==> src/rtl/shift_deser_rx.sv <==
// Serial-to-parallel receiver: assembles framed WIDTH-bit words (LSB- or MSB-first)
// into a one-deep valid/ready holding register. Optional macro: SHIFT_DESER_PARITY_CHECK_EN.
module shift_deser_rx #(
  parameter int unsigned WIDTH = 4
) (
  input  logic             clk,
  input  logic             reset,
  input  logic             en,
  input  logic             sdata,
  input  logic             sframe,
  input  logic             msb_first,
  input  logic             out_ready,
  output logic [WIDTH-1:0] out_data,
  output logic             out_valid,
  output logic             frame_err,
  output logic             overrun,
  output logic             parity_err
);

`ifdef SHIFT_DESER_PARITY_CHECK_EN
  localparam int unsigned FRAME_LEN = WIDTH + 1;
`else
  localparam int unsigned FRAME_LEN = WIDTH;
`endif
  localparam int unsigned    CW       = $clog2(FRAME_LEN + 1);
  localparam logic [CW-1:0]  LAST_IDX = CW'(FRAME_LEN - 1);

  typedef enum logic {IDLE, RECV} state_e;

  state_e           state_q, state_d;
  logic [CW-1:0]    cnt_q, cnt_d;
  logic [WIDTH-1:0] sr_q, sr_d;
  logic [WIDTH-1:0] out_data_q, out_data_d;
  logic             msb_q, msb_d;
  logic             out_valid_q, out_valid_d;
  logic             frame_err_q, frame_err_d;
  logic             overrun_q, overrun_d;
  logic [WIDTH-1:0] shifted, word;
  logic             done;
`ifdef SHIFT_DESER_PARITY_CHECK_EN
  logic             parity_err_q, parity_err_d;
`endif

  always_comb begin
    state_d     = state_q;
    cnt_d       = cnt_q;
    sr_d        = sr_q;
    msb_d       = msb_q;
    out_data_d  = out_data_q;
    out_valid_d = out_valid_q;
    frame_err_d = 1'b0;
    overrun_d   = 1'b0;
    done        = 1'b0;
`ifdef SHIFT_DESER_PARITY_CHECK_EN
    parity_err_d = 1'b0;
`endif

    shifted = msb_q ? {sr_q[WIDTH-2:0], sdata} : {sdata, sr_q[WIDTH-1:1]};
`ifdef SHIFT_DESER_PARITY_CHECK_EN
    // The final bit is parity only; the data word is already complete in sr_q.
    word = sr_q;
`else
    word = shifted;
`endif

    if (out_valid_q && out_ready)
      out_valid_d = 1'b0;

    // A qualified frame marker always starts a new word, aborting any partial one.
    if (en && sframe) begin
      frame_err_d = (state_q == RECV);
      state_d     = RECV;
      cnt_d       = CW'(1);
      msb_d       = msb_first;
      sr_d        = msb_first ? {{(WIDTH-1){1'b0}}, sdata} : {sdata, {(WIDTH-1){1'b0}}};
    end else if (state_q == RECV && en) begin
      cnt_d = cnt_q + CW'(1);
      sr_d  = shifted;
      done  = (cnt_q == LAST_IDX);
    end

    if (done) begin
      state_d = IDLE;
      cnt_d   = '0;
`ifdef SHIFT_DESER_PARITY_CHECK_EN
      parity_err_d = ^{sr_q, sdata};
`endif
      if (!out_valid_q || out_ready) begin
        out_data_d  = word;
        out_valid_d = 1'b1;
      end else begin
        overrun_d = 1'b1;
      end
    end
  end

  always_ff @(posedge clk or posedge reset) begin
    if (reset) begin
      state_q     <= IDLE;
      cnt_q       <= '0;
      sr_q        <= '0;
      msb_q       <= 1'b0;
      out_data_q  <= '0;
      out_valid_q <= 1'b0;
      frame_err_q <= 1'b0;
      overrun_q   <= 1'b0;
`ifdef SHIFT_DESER_PARITY_CHECK_EN
      parity_err_q <= 1'b0;
`endif
    end else begin
      state_q     <= state_d;
      cnt_q       <= cnt_d;
      sr_q        <= sr_d;
      msb_q       <= msb_d;
      out_data_q  <= out_data_d;
      out_valid_q <= out_valid_d;
      frame_err_q <= frame_err_d;
      overrun_q   <= overrun_d;
`ifdef SHIFT_DESER_PARITY_CHECK_EN
      parity_err_q <= parity_err_d;
`endif
    end
  end

  assign out_data  = out_data_q;
  assign out_valid = out_valid_q;
  assign frame_err = frame_err_q;
  assign overrun   = overrun_q;
`ifdef SHIFT_DESER_PARITY_CHECK_EN
  assign parity_err = parity_err_q;
`else
  assign parity_err = 1'b0;
`endif

endmodule

==> config.mk <==
export PLATFORM = sky130hd
export DESIGN_NAME = shift_deser_rx
export DESIGN_NICKNAME = d
export VERILOG_FILES = /design/src/rtl/shift_deser_rx.sv
export SDC_FILE = /design/constraint.sdc
export NUM_CORES = 1
export LEC_CHECK = 0
export BUFFER_PORTS_ARGS = -buffer_cell sky130_fd_sc_hd__buf_2
export CAP_MARGIN = 40
export CORE_UTILIZATION = 46
export CTS_CLUSTER_SIZE = 30
export DETAILED_ROUTE_END_ITERATION = 6
export PLACE_DENSITY = 0.71
export SYNTH_ARGS = -nofsm -noshare
export SYNTH_HDL_FRONTEND = slang
export SYNTH_SLANG_ARGS = --single-unit
export TNS_END_PERCENT = 30
==> constraint.sdc <==
create_clock -name clk -period 1.4 [get_ports clk]
set_clock_uncertainty 0.1 [all_clocks]
set_input_delay 0.28 -clock clk [delete_from_list [all_inputs] [get_ports clk]]
set_output_delay 0.28 -clock clk [all_outputs]
set_load 0.01 [all_outputs]
==> PnR_summary.wiki, run 1 <==
{| class="wikitable"
! Metric !! Value
|-
| Synthesis Warnings || 0
|-
| Total inserted antenna cells || 0
|-
| Total of buffers placed on input and output ports || 13
|-
| Final Max Tran Viols || 0
|-
| Number of antenna violations at the first check in global routing || 0
|-
| Required time worst endpoint || 1470 ps
|-
| Number of distinct library cells after synthesis || 25
|-
| Floorplan die area || 1790 µm²
|-
| Skew-Pair Late Insertion Delay || 280 ps
|-
| Worst Path Arrival || 1420 ps
|-
| Antenna violation net count after detailed routing || 0
|-
| Count of max-cap constraint violations || 0
|-
| Area growth syn-to-layout || 27.2%
|-
| Yosys reg bits || 16
|-
| Total number of vias || 525
|-
| Layout cell share with drive strength beyond 1 || 38.2%
|-
| Setup-violating endpoint count in the final report || 0
|-
| Share of the clock period used by the worst path after layout || 96.6%
|-
| Number of detailed-routing iterations run before antenna repair || 2
|-
| Overflow left after global routing || 0
|-
| Global-route wire length before repair || 2210 µm
|-
| Maximum ir drop on the vdd rail || 0.972 mV
|-
| # clock sinks || 16
|-
| Number of remaining DRC errors || 0
|-
| Initial cell density of the core || 49.5%
|-
| Cts bufs inserted || 3
|-
| Number of standard-cell rows in the floorplan || 14
|-
| Number of top-level pins || 15
|-
| Final instance area || 948 µm²
|-
| Global routing usage summed across all routing layers || 17.0%
|-
| Root buffer cell || sky130_fd_sc_hd__clkbuf_4
|-
| Average vias per placed instance || 5.00
|-
| RSZ-0062 raised after global routing || false
|-
| Max clock buf depth || 2
|-
| H-Tree Level Count || 1
|-
| Gate Count Post-Synth || 65
|-
| Placer's final routability congestion estimate || 0.768
|-
| Average detailed-routed wire length per instance || 12.2 µm
|-
| Net count, final || 100
|-
| Die outline height || 42.3 µm
|-
| Number of global-route vias before repair || 503
|-
| Number of hold violations in the final report || 0
|-
| Netlist area before placement || 746 µm²
|-
| Worst-path fanout max || 3
|-
| Area inside the core boundary || 1510 µm²
|-
| Setup TNS after final layout || 0 ps
|-
| Die X-Extent || 42.3 µm
|-
| Number of nets produced by synthesis || 74
|-
| Worst Hold Margin || 136 ps
|-
| Maximum number of pins on one net before global-route repair || 17
|-
| Average cell area after synthesis || 11.5 µm²
|-
| Clock-pin transition on the worst setup and hold timing paths || 90 ps
|-
| Setup Crit Path Kind || register to register
|-
| Post-synthesis sequential area ratio || 53.7%
|-
| Power per unit of standard cell area || 1610 nW/µm²
|-
| Crit. End Element || register
|-
| First DRT Iteration DRCs || 3
|-
| Total length of routed wires || 1280 µm
|-
| Leakage power of the design || 0.494 nW
|-
| Area of placed instances || 883 µm²
|-
| Worst hold path class || primary input to register
|-
| Half-perimeter wire length of the detailed placement result || 951 µm
|-
| CTS tree || done
|-
| Startpoint kind of the worst setup timing path || register
|-
| Final critical-path required period || 1350 ps
|-
| Achievable Freq || 0.739 GHz
|-
| Result of the run || finished, final reports clean
|}
## registers in the layout, indices dropped and copies added, names as in the netlist
register	cells
cnt_q	3
frame_err	1
msb_q	1
out_data	4
out_valid	1
overrun	1
sr_q	4
state_q	1
## routing by layer
metal / routed length, µm / vias up / part of all wire (%) / GRT usage, %
li1: - / 272 / - / -
met4: 25 / 0 / 1.9 / 11.3
met5: 0 / - / 0 / 0
met3: 45 / 4 / 3.5 / 3.02
met2: 567 / 12 / 44 / 23.7
met1: 644 / 237 / 50 / 24.2
## path summary, 6_finish.rpt
kind | startpoint | slack [ps] | endpoint | cells past startpoint
min reg2reg | cnt_q[2] | 390 | cnt_q[2] | 2
min in group asynchronous | reset | 430 | out_data[3] | 4
max reg2reg | cnt_q[0] | 50 | out_data[0] | 4
max | cnt_q[0] | 50 | out_data[0] | 4
min | msb_first | 140 | msb_q | 2
max in group asynchronous | reset | 590 | sr_q[3] | 4
## metrics by stage
step | worst slack [ps] | power [mW] | util, % | std cells
final | 47.3 | 1.53 | 63.0 | 105
after global routing | 4.32 | 1.64 | 63.0 | 105
after CTS | 31.0 | 1.52 | 62.1 | 104
after detailed placement | 6.15 | 1.23 | 58.6 | 99
after global placement | 37.2 | 1.22 | 58.6 | 99
after floorplan | 14.9 | 1.01 | - | 65
## report_power, final
group	switching [mW]	internal [mW]
clock network	0.135	0.0999
logic	0.269	0.348
registers	0.0755	0.601
total	0.480	1.05
## area by class of cell
type | count | area (µm²)
fillers | 140 | 558
flip-flops and latches | 16 | 400
multi-input cells | 43 | 335
repair buffers | 23 | 155
clock buffers | 3 | 22.5
well taps | 16 | 20.0
inverters | 4 | 15.0
## synth_stat cells, drive strengths merged
| master | instances | area, µm² |
|---|---|---|
| a21oi | 1 | 5.00 |
| a221o | 1 | 10.0 |
| a22o | 2 | 17.5 |
| and3 | 1 | 6.26 |
| and3b | 1 | 10.0 |
| buf | 2 | 15.0 |
| conb | 1 | 3.75 |
| dfrtp | 16 | 400 |
| ha | 2 | 25.0 |
| inv | 4 | 15.0 |
| mux2 | 5 | 63.8 |
| mux2i | 4 | 40.0 |
| nand2 | 10 | 37.5 |
| nand2b | 1 | 6.26 |
| nand3 | 1 | 17.5 |
| nand3b | 1 | 7.51 |
| nor2 | 3 | 11.3 |
| nor2b | 1 | 6.26 |
| nor3 | 1 | 5.00 |
| nor3b | 2 | 15.0 |
| o21ai | 4 | 20.0 |
| o31ai | 1 | 7.51 |
## critical path: stages, from the launching register on
cell                      delay (ps)
sky130_fd_sc_hd__dfrtp_1         400
sky130_fd_sc_hd__ha_2            200
sky130_fd_sc_hd__ha_4            180
sky130_fd_sc_hd__nand3_4          70
sky130_fd_sc_hd__mux2_4          290
## timing repair
action,in CTS,in global routing
hold buffers,1,0
setup endpoints to repair,3,2
setup buffers,1,1
hold endpoints to repair,16,0
gates resized for setup,2,3
## kinds of logic after synthesis
logic type / synth area share [%]
and+or+nand+nor: 16.4
AOI/OAI and AO/OA: 8.05
adders and majority gates: 3.36
DFF: 53.7
muxes: 13.9
buffers and inverters: 4.03
other: 0.503
## cell usage in the layout, fill, tap and decap left out, drive strengths merged, types with 2 or more instances in the layout
master and count:
mux2 5, clkbuf 3, a22o 2, inv 4
ha 2, o21ai 4, nor3b 2, nand2 10
nor2 3, dfrtp 16, buf 22, mux2i 4
Note: power is estimated with default switching activity, not from simulation.
==> run 2: changes to the inputs <==
- CORE_UTILIZATION: 46 -> 49
- CTS_BUF_LIST: unset -> sky130_fd_sc_hd__clkbuf_2
- PLACE_DENSITY: 0.71 -> 0.75
==> PnR_summary.wiki, run 2 (same netlist as run 1, synthesis figures left out) <==
{| class="wikitable"
! Metric !! Value
|-
| Root buffer cell || sky130_fd_sc_hd__clkbuf_2
|-
| Worst Path Arrival || 1490 ps
|-
| Total inserted antenna cells || 0
|-
| Layout cell share with drive strength beyond 1 || 35.2%
|-
| Leakage power of the design || 0.486 nW
|-
| Startpoint kind of the worst setup timing path || register
|-
| Total Power || 1.49 mW
|-
| Share of total power in the clock network || 14.3%
|-
| Placer's final routability congestion estimate || 0.725
|-
| Area growth syn-to-layout || 24.5%
|-
| Power per unit of standard cell area || 1610 nW/µm²
|-
| Setup Crit Path Kind || register to register
|-
| Achievable Freq || 0.724 GHz
|-
| Required time worst endpoint || 1500 ps
|-
| Max clock buf depth || 2
|-
| Global-route wire length before repair || 2010 µm
|-
| Maximum ir drop on the vdd rail || 0.906 mV
|-
| H-Tree Level Count || 1
|-
| Antenna violation net count after detailed routing || 0
|-
| Initial cell density of the core || 55.2%
|-
| Final Max Tran Viols || 0
|-
| Internal Dissipation || 0.986 mW
|-
| Area of placed instances || 875 µm²
|-
| Total of buffers placed on input and output ports || 13
|-
| Number of top-level pins || 15
|-
| Placed cell count || 97
|-
| Final instance area || 928 µm²
|-
| Area inside the core boundary || 1350 µm²
|-
| Layout Cells excl Fill || 103
|-
| Cts bufs inserted || 3
|-
| Floorplan die area || 1680 µm²
|-
| Worst Hold Margin || 118 ps
|-
| Crit. End Element || register
|-
| Part of the total power dissipated in sequential elements || 46.6%
|-
| Final core utilization || 68.8%
|-
| Number of standard-cell rows in the floorplan || 13
|-
| Result of the run || finished, final reports clean
|-
| Setup TNS after final layout || 0 ps
|-
| Worst hold path class || primary input to register
|-
| Reported net switching power || 0.507 mW
|-
| Worst-path fanout max || 4
|-
| Total number of vias || 537
|-
| Number of global-route vias before repair || 469
|-
| RSZ-0062 raised after global routing || true
|-
| Net count, final || 98
|-
| Final worst slack || 18.3 ps
|-
| Kind of cell with the highest combined delay on the critical path || flip-flops
|-
| Setup-violating endpoint count in the final report || 0
|-
| Cell with the largest stage delay on the worst path || sky130_fd_sc_hd__dfrtp_1
|-
| Die outline height || 41.0 µm
|-
| Final critical-path required period || 1380 ps
|-
| Number of antenna violations at the first check in global routing || 0
|-
| Overflow left after global routing || 0
|-
| Worst Path Buf+Inv || 0
|-
| Average vias per placed instance || 5.21
|-
| First DRT Iteration DRCs || 14
|-
| Global routing usage summed across all routing layers || 19.6%
|-
| Skew-Pair Late Insertion Delay || 300 ps
|-
| Fill cell count || 112
|-
| Average detailed-routed wire length per instance || 13.7 µm
|-
| Die X-Extent || 41.0 µm
|-
| CTS tree || done
|-
| Max stage delay on crit path || 450 ps
|-
| Worst path cell trace || mux2_1, a221o_1
|-
| Switching fraction of total power || 33.9%
|-
| Number of detailed-routing iterations run before antenna repair || 4
|-
| Number of hold violations in the final report || 0
|-
| Share of the clock period used by the worst path after layout || 98.7%
|-
| # clock sinks || 16
|-
| Total length of routed wires || 1410 µm
|-
| Proportion of power drawn by combinational gates || 39.1%
|-
| Setup Slack @ Placement || 23.2 ps
|-
| Number of remaining DRC errors || 0
|-
| Most common cell after layout, fill and taps aside || sky130_fd_sc_hd__dfrtp_1
|-
| Half-perimeter wire length of the detailed placement result || 1030 µm
|-
| Most frequent cells in the layout || sky130_fd_sc_hd__dfrtp_1, sky130_fd_sc_hd__buf_2, sky130_fd_sc_hd__nand2_1
|-
| Maximum number of pins on one net before global-route repair || 17
|-
| Clock-pin transition on the worst setup and hold timing paths || 150 ps
|-
| Count of max-cap constraint violations || 0
|}
==> run 2: repair_timing <==
| action | CTS | global route |
|---|---|---|
| hold buffers | 1 | 0 |
| endpoints found under the setup margin | 3 | 6 |
| gates resized for setup | 2 | 2 |
| buffers inserted | 0 | 1 |
| hold endpoints to repair | 16 | 0 |
| pin swaps | 0 | 0 |
==> run 2: power by group through the flow <==
stage | Sequential [mW] | Combinational [mW] | Clock, mW
3_3_place_gp | 0.694 | 0.511 | 0
6_report | 0.695 | 0.584 | 0.213
4_1_cts | 0.695 | 0.565 | 0.211
2_1_floorplan | 0.719 | 0.287 | 0
5_1_grt | 0.713 | 0.647 | 0.232
3_5_place_dp | 0.703 | 0.534 | 0
==> run 2: worst paths after layout <==
kind / from / end / slack, ps / cells past startpoint
worst max-delay path: msb_q / sr_q[3] / 20 / 2
worst min-delay path: msb_first / msb_q / 120 / 2
worst max register to register: msb_q / sr_q[3] / 20 / 2
worst min register to register: cnt_q[2] / cnt_q[2] / 400 / 2
max in group asynchronous: reset / msb_q / 620 / 4
min in group asynchronous: reset / out_valid / 400 / 4
==> run 2: per-layer routing <==
metal / vias up / GRT usage [%] / share of wire (%)
met1: 249 / 24.1 / 47
met4: 0 / 10.0 / 1.6
li1: 266 / - / -
met2: 18 / 31.3 / 47
met5: - / 0 / 0
met3: 4 / 4.89 / 4.7
==> run 2: area by class of cell <==
| type | instances | area (µm²) | share of cell area [%] |
|---|---|---|---|
| inverters | 4 | 15.0 | 1.62 |
| clock buffers | 3 | 15.0 | 1.62 |
| repair buffers | 21 | 140 | 15.1 |
| clock inverters | 1 | 3.75 | 0.404 |
| flip-flops and latches | 16 | 400 | 43.1 |
| multi-input cells | 43 | 335 | 36.1 |
| well taps | 15 | 18.8 | 2.02 |
==> run 2: worst register-to-register path: cells and delay by family, from the launching register on <==
family             cells  cell delay (ps)
AOI/OAI and AO/OA      1              350
DFF                    1              450
muxes                  1              380
==> run 3: changes to the inputs <==
- ABC_AREA: unset -> 1
- CORE_UTILIZATION: 49 -> 50
- PLACE_DENSITY: 0.75 -> 0.76
==> PnR_summary.wiki, run 3 <==
{| class="wikitable"
! Metric !! Value
|-
| Maximum ir drop on the vdd rail || 0.911 mV
|-
| Die X-Extent || 41.3 µm
|-
| Root buffer cell || sky130_fd_sc_hd__clkbuf_2
|-
| Worst Path Arrival || 1460 ps
|-
| Average vias per placed instance || 4.96
|-
| Half-perimeter wire length of the detailed placement result || 1060 µm
|-
| Startpoint kind of the worst setup timing path || register
|-
| Overflow left after global routing || 0
|-
| Achievable Freq || 0.739 GHz
|-
| Number of standard-cell rows in the floorplan || 13
|-
| Net count, final || 128
|-
| Global routing usage summed across all routing layers || 22.1%
|-
| Number of distinct library cells after synthesis || 15
|-
| Worst-path fanout max || 5
|-
| First DRT Iteration DRCs || 16
|-
| Most frequently used cell type in the post-synthesis netlist || sky130_fd_sc_hd__nand2_1
|-
| Largest area contributor in the synthesized netlist || sky130_fd_sc_hd__dfrtp_1
|-
| Total inserted antenna cells || 0
|-
| Part of the total power dissipated in sequential elements || 48.6%
|-
| # clock sinks || 16
|-
| Setup Crit Path Kind || register to register
|-
| Total length of routed wires || 1540 µm
|-
| Crit. End Element || register
|-
| Yosys reg bits || 16
|-
| Die outline height || 41.3 µm
|-
| Most common cell after layout, fill and taps aside || sky130_fd_sc_hd__nand2_1
|-
| Skew-Pair Late Insertion Delay || 300 ps
|-
| Required time worst endpoint || 1510 ps
|-
| Internal Dissipation || 0.888 mW
|-
| Most frequent cells in the layout || sky130_fd_sc_hd__nand2_1, sky130_fd_sc_hd__dfrtp_1, sky130_fd_sc_hd__buf_2
|-
| Area of placed instances || 855 µm²
|-
| Post-synthesis sequential area ratio || 51.9%
|-
| Final Max Tran Viols || 0
|-
| Gate Count Post-Synth || 98
|-
| Final instance area || 941 µm²
|-
| Most frequent cells after synthesis || sky130_fd_sc_hd__nand2_1, sky130_fd_sc_hd__dfrtp_1, sky130_fd_sc_hd__inv_1
|-
| Share of async-settable or async-resettable flops after synthesis || 100%
|-
| Switching fraction of total power || 38.0%
|-
| Final critical-path required period || 1350 ps
|-
| Placer's final routability congestion estimate || 0.878
|-
| Most area-consuming cells after synthesis || sky130_fd_sc_hd__dfrtp_1, sky130_fd_sc_hd__nand2_1, sky130_fd_sc_hd__nand3_1
|-
| Number of hold violations in the final report || 0
|-
| Number of global-route vias before repair || 554
|-
| Share of total power in the clock network || 14.3%
|-
| Number of remaining DRC errors || 0
|-
| H-Tree Level Count || 1
|-
| Average detailed-routed wire length per instance || 11.6 µm
|-
| Antenna violation net count after detailed routing || 0
|-
| Cts bufs inserted || 3
|-
| Layout cell share with drive strength beyond 1 || 28.0%
|-
| Floorplan die area || 1700 µm²
|-
| Result of the run || finished, final reports clean
|-
| Synthesis Warnings || 0
|-
| Total Power || 1.43 mW
|-
| Average cell area after synthesis || 7.86 µm²
|-
| Leakage power of the design || 0.533 nW
|-
| Worst hold path class || primary input to register
|-
| Power per unit of standard cell area || 1520 nW/µm²
|-
| Total number of vias || 660
|-
| Total of buffers placed on input and output ports || 13
|-
| Global-route wire length before repair || 2320 µm
|-
| Share of the clock period used by the worst path after layout || 96.7%
|-
| Number of nets produced by synthesis || 107
|-
| Reported net switching power || 0.545 mW
|-
| Proportion of power drawn by combinational gates || 37.1%
|-
| Initial cell density of the core || 56.4%
|-
| Max clock buf depth || 2
|-
| Number of top-level pins || 15
|-
| Number of antenna violations at the first check in global routing || 0
|-
| Area growth syn-to-layout || 22.1%
|-
| Main flop type after synthesis || sky130_fd_sc_hd__dfrtp_1
|-
| Clock-pin transition on the worst setup and hold timing paths || 140 ps
|-
| Count of flip-flops with a built-in enable after synthesis || 0
|-
| CTS tree || done
|-
| Netlist area before placement || 771 µm²
|-
| Number of detailed-routing iterations run before antenna repair || 4
|-
| Setup-violating endpoint count in the final report || 0
|-
| RSZ-0062 raised after global routing || false
|-
| Count of max-cap constraint violations || 0
|-
| Share of Yosys cell area claimed by the top area cell type || 51.9%
|-
| Area inside the core boundary || 1370 µm²
|-
| Maximum number of pins on one net before global-route repair || 17
|}
==> run 3: cell types whose count changed after synthesis, sizes merged, moves of 4 or more <==
cell   change
inv        +8
mux2       -5
mux2i      -4
nand2     +36
nand3      +7
nor2       +4
==> run 3: power groups by stage <==
stage	registers, mW	clock network [mW]	logic [mW]
after floorplan	0.703	0	0.259
after global placement	0.677	0	0.412
after detailed placement	0.687	0	0.423
after CTS	0.676	0.213	0.456
after global routing	0.717	0.229	0.603
final	0.696	0.205	0.531
==> run 3: cells by family (layout without fill, tap and decap cells) <==
kind of cell               Yosys count  in the layout  synth area share [%]
buffers and inverters               13             33                  6.82
other                                1              1                 0.487
and+or+nand+nor                     61             61                  34.3
AOI/OAI and AO/OA                    5              5                  3.24
DFF                                 16             16                  51.9
adders and majority gates            2              2                  3.25
==> run 3: final timing paths <==
path,startpoint,to,slack [ps],cells past startpoint
worst max-delay path,cnt_q[0],cnt_q[0],50,7
worst min-delay path,sdata,sr_q[3],150,3
worst max register to register,cnt_q[0],cnt_q[0],50,7
worst min register to register,out_data[0],out_data[0],390,2
max in group asynchronous,reset,state_q,610,4
min in group asynchronous,reset,out_data[2],410,4
==> run 3: area by class of cell <==
class | count | area (µm²)
clock inverters | 1 | 3.75
fillers | 125 | 425
flip-flops and latches | 16 | 400
clock buffers | 3 | 15.0
multi-input cells | 69 | 360
well taps | 15 | 18.8
repair buffers | 17 | 97.6
inverters | 12 | 45.0
==> run 3: timing repair <==
item,in CTS,in global routing
resized for setup,2,6
endpoints found under the hold margin,16,0
pin swaps,1,3
hold buffers,1,0
setup endpoints to repair,1,7
buffers inserted,1,1
cloned,0,0
==> run 3: routing by layer <==
| metal | up-vias | part of all wire [%] | track usage (%) |
|---|---|---|---|
| li1 | 337 | - | - |
| met1 | 291 | 45 | 28.0 |
| met2 | 27 | 47 | 31.3 |
| met3 | 5 | 5.8 | 5.43 |
| met4 | 0 | 2.5 | 17.7 |
| met5 | - | 0 | 0 |
==> run 3: through the flow <==
stage	setup WS (ps)	instances	utilization, %	setup TNS, ps	hold WS (ps)
floorplan	112	98	-	0	93.7
global placement	68.0	126	62.5	0	192
detailed placement	-19.1	126	62.5	-19.1	195
CTS	11.2	132	65.8	0	148
global route	2.07	133	68.9	0	158
finish	46.5	133	68.9	0	148
==> run 3: worst max-delay path, stage by stage (launching register included) <==
cell and delay (ps):
sky130_fd_sc_hd__dfrtp_1 440, sky130_fd_sc_hd__ha_4 170, sky130_fd_sc_hd__ha_4 160, sky130_fd_sc_hd__nand3_4 90, sky130_fd_sc_hd__nor2_4 140, sky130_fd_sc_hd__inv_2 60
sky130_fd_sc_hd__nand2_2 50, sky130_fd_sc_hd__nand2_2 50
